[config.mk]
export PLATFORM = sky130hd
export DESIGN_NAME = fifo_burst_rd_ctrl
export DESIGN_NICKNAME = d
export VERILOG_FILES = /design/src/rtl/fifo_burst_rd_ctrl.sv
export SDC_FILE = /design/constraint.sdc
export NUM_CORES = 1
export LEC_CHECK = 0
export CAP_MARGIN = 0
export CORE_AREA = 5 5 82 122
export CTS_BUF_LIST = sky130_fd_sc_hd__clkbuf_16
export DETAILED_ROUTE_END_ITERATION = 8
export DIE_AREA = 0 0 87 127
export GPL_TIMING_DRIVEN = 0
export PLACE_DENSITY = 0.77
export SYNTH_ARGS = -nofsm -noshare
export SYNTH_HDL_FRONTEND = slang
export SYNTH_SLANG_ARGS = --single-unit
[constraint.sdc]
create_clock -name rd_clk -period 7.9 [get_ports rd_clk]
set_clock_uncertainty 0.1 [all_clocks]
set_input_delay 0.79 -clock rd_clk [delete_from_list [all_inputs] [get_ports rd_clk]]
set_output_delay 0.79 -clock rd_clk [all_outputs]
set_load 0.02 [all_outputs]
[src/rtl/fifo_burst_rd_ctrl.sv]
// Burst read controller: drains an FWFT FIFO in fixed or flushed partial bursts,
// issuing a command (addr/len) per burst and streaming the beats out with last/done.
//
// state | meaning
// IDLE  | wait for a full burst worth of words, or flush with a non-empty FIFO
// REQ   | burst command presented, held until burst_ack
// DATA  | beats streamed straight from the FIFO head, one pop per accepted beat
// DONE  | one-cycle done pulse; start address advances and wraps inside the region
module fifo_burst_rd_ctrl #(
   parameter int                    RD_WIDTH     = 32,
   parameter int                    RD_CNT_WIDTH = 11,
   parameter int                    BURST_LEN    = 16,
   parameter int                    ADDR_WIDTH   = 30,
   parameter logic [ADDR_WIDTH-1:0] BASE_ADDR    = '0,
   parameter int                    ADDR_SPAN    = 4096
) (
   input  logic                    rd_clk,
   input  logic                    rd_rst_n,
   input  logic                    fifo_empty,
   input  logic [RD_CNT_WIDTH-1:0] rd_data_count,
   input  logic [RD_WIDTH-1:0]     rd_data,
   output logic                    fifo_rd_en,
   input  logic                    flush,
   output logic                    burst_req,
   input  logic                    burst_ack,
   output logic [ADDR_WIDTH-1:0]   burst_addr,
   output logic [7:0]              burst_len,
   output logic                    burst_valid,
   input  logic                    burst_ready,
   output logic [RD_WIDTH-1:0]     burst_data,
   output logic                    burst_last,
   output logic                    burst_done
);

   localparam int BEAT_W = $clog2(BURST_LEN) + 1;
   localparam int BYTES  = RD_WIDTH / 8;
   localparam logic [ADDR_WIDTH:0] ADDR_END  = {1'b0, BASE_ADDR} + (ADDR_WIDTH+1)'(ADDR_SPAN);
   localparam logic [BEAT_W-1:0]   FULL_BEATS = BEAT_W'(BURST_LEN);
   localparam logic [7:0]          FULL_LEN   = 8'(BURST_LEN - 1);

   typedef enum logic [1:0] {IDLE, REQ, DATA, DONE} state_t;

   state_t                state_q, state_d;
   logic [BEAT_W-1:0]     beats_q, beats_d;
   logic [BEAT_W-1:0]     remaining_q, remaining_d;
   logic [7:0]            len_q, len_d;
   logic [ADDR_WIDTH-1:0] addr_q, addr_d;
   logic [ADDR_WIDTH:0]   addr_adv;
   logic [ADDR_WIDTH:0]   addr_next;

   // One extra bit so the advanced address can be compared against the region end.
   always_comb begin
      addr_adv  = {1'b0, addr_q} + ((ADDR_WIDTH+1)'(beats_q) * (ADDR_WIDTH+1)'(BYTES));
      addr_next = addr_adv;
      if (addr_adv >= ADDR_END) begin
         addr_next = addr_adv - (ADDR_WIDTH+1)'(ADDR_SPAN);
      end
   end

   always_ff @(posedge rd_clk or negedge rd_rst_n) begin
      if (!rd_rst_n) begin
         state_q     <= IDLE;
         beats_q     <= '0;
         remaining_q <= '0;
         len_q       <= '0;
         addr_q      <= BASE_ADDR;
      end else begin
         state_q     <= state_d;
         beats_q     <= beats_d;
         remaining_q <= remaining_d;
         len_q       <= len_d;
         addr_q      <= addr_d;
      end
   end

   always_comb begin
      state_d     = state_q;
      beats_d     = beats_q;
      remaining_d = remaining_q;
      len_d       = len_q;
      addr_d      = addr_q;

      burst_req   = 1'b0;
      burst_valid = 1'b0;
      burst_last  = 1'b0;
      burst_done  = 1'b0;
      fifo_rd_en  = 1'b0;

      case (state_q)
         IDLE: begin
            if (rd_data_count >= RD_CNT_WIDTH'(BURST_LEN)) begin
               beats_d     = FULL_BEATS;
               remaining_d = FULL_BEATS;
               len_d       = FULL_LEN;
               state_d     = REQ;
            end else if (flush && !fifo_empty && (rd_data_count != '0)) begin
               beats_d     = BEAT_W'(rd_data_count);
               remaining_d = BEAT_W'(rd_data_count);
               len_d       = 8'(rd_data_count - RD_CNT_WIDTH'(1));
               state_d     = REQ;
            end
         end
         REQ: begin
            burst_req = 1'b1;
            if (burst_ack) begin
               state_d = DATA;
            end
         end
         DATA: begin
            // An empty head mid-burst is a protocol error: present no beat at all.
            burst_valid = (remaining_q != '0) && !fifo_empty;
            burst_last  = burst_valid && (remaining_q == BEAT_W'(1));
            fifo_rd_en  = burst_valid && burst_ready;
            if (fifo_rd_en) begin
               remaining_d = remaining_q - BEAT_W'(1);
            end
            if (burst_last && burst_ready) begin
               state_d = DONE;
            end
         end
         DONE: begin
            burst_done = 1'b1;
            addr_d     = addr_next[ADDR_WIDTH-1:0];
            state_d    = IDLE;
         end
         default: state_d = IDLE;
      endcase
   end

   assign burst_data = rd_data;
   assign burst_len  = len_q;
   assign burst_addr = addr_q;

endmodule

## After elaboration in Yosys (flattened, before gate mapping)

Cells that the tools add are included.

- Logic and storage cells: 51
- Output and inout bits: 75
- Memory bits (writable): 0
- Memories kept: 0
- Register bits after elaboration: 50
- Memory bits (read-only): 0
- Latch bits: 0

- Multipliers: 0
- Reduce and logical (&&, ||, !) cells: 15
- Equal/unequal tests: 8
- $add $sub $neg: 4
- Shifts and indexed selects: 0
- Mux-type cells: 17
- Magnitude comparators: 2
- Div/mod/pow operators: 0
- Bitwise operators: 0

Operator list:

| kind | number |
|---|---|
| 30-bit by 7-bit adder with 31-bit output | 1 |
| 31-bit by 13-bit >= comparator with 1-bit output (second input constant) | 1 |
| 30-bit 2-to-1 mux | 1 |
| 30-bit by 13-bit subtractor with 30-bit output (second input constant) | 1 |
| 8-bit 2-to-1 mux | 2 |
| 5-bit 2-to-1 mux | 3 |
| 11-bit by 5-bit >= comparator with 1-bit output (second input constant) | 1 |
| 11-bit nonzero test | 1 |
| 5-bit one-hot mux with 2 select lines | 1 |
| 2-bit 2-to-1 mux | 4 |
| 2-bit one-hot mux with 4 select lines | 1 |
| 8-bit by 1-bit subtractor with 8-bit output (second input constant) | 1 |
| 1-bit logical AND | 6 |
| 2-bit inequality test (second input constant) | 3 |
| 3-bit AND reduction | 2 |
| 5-bit by 1-bit equality test with 1-bit output (second input constant) | 1 |
| 1-bit 2-to-1 mux | 5 |
| 5-bit nonzero test | 1 |
| 5-bit by 1-bit subtractor with 5-bit output (second input constant) | 1 |
| 2-bit equality test (second input constant) | 2 |
| 2-bit nonzero test | 2 |
| 3-bit inequality test (second input constant) | 1 |
| 2-bit by 1-bit equality test with 1-bit output (second input constant) | 1 |
| 2-bit logical NOT | 1 |
| other kinds (2) | 2 |

## Logic depth before layout (Yosys ltp)

- Depth in word-level cells: 6
- Gate-level depth with buffers: 17
- Depth with buffers taken out: 15

## Least setup slack after synthesis

OpenSTA, ideal clock, no wires.

- Path kind: reg-to-reg
- Start point: reg addr_q[2], in the netlist burst_addr[2]
- End point: reg addr_q[28], in the netlist burst_addr[28]
- Clock period less this slack: 3.981 ns
- Arrival: 3.801 ns
- Setup slack: 3.919 ns
- Library setup time: 0.080 ns
- Data required time: 7.720 ns
- Stages on the path, launching flop included: 18
- Cells stage by stage: dfrtp_1 -> ha_1 -> inv_1 -> fa_1 -> nand2b_1 -> a21o_2 -> a21oi_1 -> xor2_1 -> ha_1 -> nand4b_1 -> nor4_1 -> a31o_1 -> or4_1 -> buf_6 -> buf_6 -> nand4_1 -> mux2i_1 -> xor2_1

- Word-level cells in the longest chain between the ends: 3
- Elaborated cells between the ends (all ways): 4

Ends and longest elaborated chain:

| element | RTL line | source |
|---|---|---|
| start: declaration | 47 | `logic [ADDR_WIDTH-1:0] addr_q, addr_d;` |
| start signal: assignment | 72 | `addr_q <= addr_d;` |
| 30-bit by 7-bit adder with 31-bit output * | 53 | `addr_adv = {1'b0, addr_q} + ((ADDR_WIDTH+1)'(beats_q) * (ADDR_WIDTH+1)'(BYTES));` |
| 30-bit by 13-bit subtractor with 30-bit output or 31-bit by 13-bit >= comparator with 1-bit output (tied branches) | 56, 55 |  |
| 30-bit 2-to-1 mux * | 55 | `if (addr_adv >= ADDR_END) begin` |

Every way passes the cells marked *; elsewhere a longest branch is shown, timed or not.
A chain may end at the register's enable or synchronous reset.

## Final worst setup path

- Start point: reg beats_q[0]
- End point: reg addr_q[22], in the netlist burst_addr[22]

- Word-level cells in the longest chain between the ends: 3
- Elaborated cells between the ends (all ways): 4

Ends and longest elaborated chain:

| element | RTL line | source |
|---|---|---|
| start: declaration | 44 | `logic [BEAT_W-1:0] beats_q, beats_d;` |
| start signal: assignment | 69 | `beats_q <= beats_d;` |
| 30-bit by 7-bit adder with 31-bit output * | 53 |  |
| 30-bit by 13-bit subtractor with 30-bit output or 31-bit by 13-bit >= comparator with 1-bit output (tied branches) | 56, 55 |  |
| 30-bit 2-to-1 mux * | 55 |  |

Marked as above.

==> qor.yml <==
sta:
  report.final.setup_viol: 0
  hold_violations: 0
  maxSlewHeadroom_pct: 45.3
  rsz0062_at_grt: "no"
  tns_ps: 0
  max_freq_mhz: 212
  worst_slew_pin_slew_ps: 813
  min_period_ps: 4710
  drv_slew: 0
  min_period_over_period_pct: 59.7
layout:
  fillers: 785
  final_util_pct: 58.5
  final_common_cell: "clkdlybuf4s50_1"
  area_delta_synth_final_pct: 31.9
  antennaDiodeCount: 0
  final_cell_mix: "88 x clkdlybuf4s50_1, 50 x nand2_1, 48 x dfrtp_1"
  nets: 614
  drive_gt1_share_pct: 12.9
logic_synthesis:
  synth_compound_area_share_pct: 16.8
  synth_top_family_by_area: "simple AND/OR/NAND/NOR gates"
  ys_warn_count: 0
  synth_xor_area_share_pct: 8.09
  ys_seq_area_share_pct: 30.8
  synth-edff-count: 0
  avgSynthCellArea_um2: 8.66
  synth_area_um2: 3900
  yosys.area_share.simple_pct: 23.1
  yosys.area_share.adder_pct: 5.65
  synth.distinct_cells: 66
  yosys-mux-area-fraction_pct: 4.24
  synthFlopType: "dfrtp_1"
  postSynthCellCount: 450
  ys_seq_elements: 48
  async_flop_share_pct: 100
drt:
  wl_per_cell_um: 16.5
  wirelength_um: 10900
  viasPerCell: 5.59
  drt_iter0_markers: 274
  drt-pass1-iter-count: 5
  drtAntennaViolNets: 0
  drc: 0
  vias: 3683
critical_path:
  regToRegSetupSlack_ps: 3190
  critPathRequiredTime_ps: 8020
  timing.rr.end: "burst_addr[22]"
  rr_worst_depth: 15
  path_class: "reg2reg"
  critPathCaptureType: "flip-flop"
  cp.arrival_ps: 4830
  r2r-start: "beats_q[0]"
  critPathMaxFanout: 10
  startpoint_type: "flip-flop"
clock_tree:
  clock_sinks: 48
  cts_root_buf: "clkbuf_16"
  cts_hold_buf: 0
  cts_buffers: 5
  cts_max_level: 2
  postCtsSetupBuffers: 0
  tritoncts: "yes"
  clk_pin_slew_ps: 70
  cts_resized: 0
  clockBufferDepth: 2
  clkLatencyLatePin_ps: 300
run:
  maxCapViolations: 0
pwr:
  powerDensity_nw_per_um2: 315
  ir_worst_vdd_mv: 0.187
  leakagePower_nw: 2.15
global_route:
  grt_pass1_wl_um: 18200
  grt_pass1_vias: 3882
  globalRouteTotalUtil_pct: 20.4
  antenna_found_initial: 0
  overflow: 0
  grt_max_degree: 34
die:
  die_y_um: 127
  coreArea_um2: 8780
  die_w_um: 87
  ioPinCount: 124
  die-area_um2: 11000
  initial_core_util_pct: 44.4
  num_rows: 42
placed_design:
  dpl.hpwl_um: 8620
  gp_congestion: 0.898
  io_buffers: 89
hold_path:
  holdCritPathClass: "in2async"
run_status:
  status: "complete, no violations"
==> where the power goes <==
group	switching (mW)	internal [mW]
Sequential	0.0957	0.330
Clock	0.104	0.183
Combinational	0.518	0.386
Total	0.718	0.899
==> flip-flops by register name, indices dropped and copies added, names as in the netlist <==
name and flops:
beats_q 5, burst_addr 28, state_q 2, remaining_q 5, burst_len 8
==> worst max path at each step <==
stage | start | end | slack (ps) | cells after the start
floorplan | burst_addr[2] | burst_addr[28] | 3920 | 17
global placement | beats_q[0] | burst_addr[22] | 3370 | 15
detailed placement | beats_q[0] | burst_addr[22] | 3320 | 15
CTS | beats_q[0] | burst_addr[22] | 3240 | 15
global route | beats_q[0] | burst_addr[22] | 2930 | 15
finish | beats_q[0] | burst_addr[22] | 3190 | 15
==> cell families (layout without fill, tap and decap cells) <==
family | count (synthesis) | in the layout
and+or+nand+nor | 168 | 168
adders and majority gates | 17 | 17
buffers and inverters | 73 | 171
xor gates and xnor gates | 36 | 36
AOI/OAI and AO/OA | 91 | 91
muxes | 16 | 16
other | 1 | 2
DFF | 48 | 48
==> worst max-delay path: stages (launching register included) <==
cell,delay [ps]
dfrtp_1,370
ha_1,170
inv_1,50
fa_1,380
nand2b_1,200
a21o_2,280
a21oi_1,520
xor2_1,210
o31ai_1,740
nand3b_1,250
or4_1,460
buf_6,170
buf_6,150
nand3_1,90
mux2i_1,300
xor2_1,170
==> per-stage QoR <==
| stage | total power, mW | hold WS (ps) | worst slack (ps) | cells | area [um2] |
|---|---|---|---|---|---|
| 2_1_floorplan | 1.00 | 354 | 3920 | 451 | 3900 |
| 3_3_place_gp | 1.31 | 366 | 3370 | 650 | 4930 |
| 3_5_place_dp | 1.33 | 372 | 3320 | 651 | 4940 |
| 4_1_cts | 1.62 | 319 | 3240 | 659 | 5140 |
| 5_1_grt | 1.74 | 330 | 2930 | 659 | 5140 |
| 6_report | 1.62 | 301 | 3190 | 659 | 5140 |
==> layout make-up <==
class | instances | area, um2 | area share (%)
multi-input combinational | 330 | 2260 | 44.0
sequential | 48 | 1200 | 23.4
timing repair buffer | 90 | 906 | 17.6
buffer | 55 | 370 | 7.21
tap | 110 | 138 | 2.68
clock buffer | 5 | 125 | 2.44
clock inverter | 3 | 68.8 | 1.34
inverter | 18 | 67.6 | 1.32
==> per-layer routing <==
metal	global-route usage, %	vias to the layer above	routed length (um)
li1	-	1757	-
met1	21.2	1750	3800
met2	38.9	161	5920
met3	4.83	15	948
met4	7.06	0	216
met5	0	-	0
==> cells in the mapped netlist, drive strengths merged (8+ instances only) <==
library cell,n,area share (%)
a21oi,21,2.7
and2,8,1.3
and3,9,1.4
and4,8,1.8
buf,46,8.6
clkbuf,9,0.90
dfrtp,48,31
ha,16,5.1
inv,18,1.7
mux2i,12,3.1
nand2,51,5.0
nand3,19,2.7
nand4,18,3.3
nor2,23,2.2
o21ai,29,3.7
xnor2,22,4.9
xor2,14,3.1
Note: power is estimated with default switching activity, not from simulation.
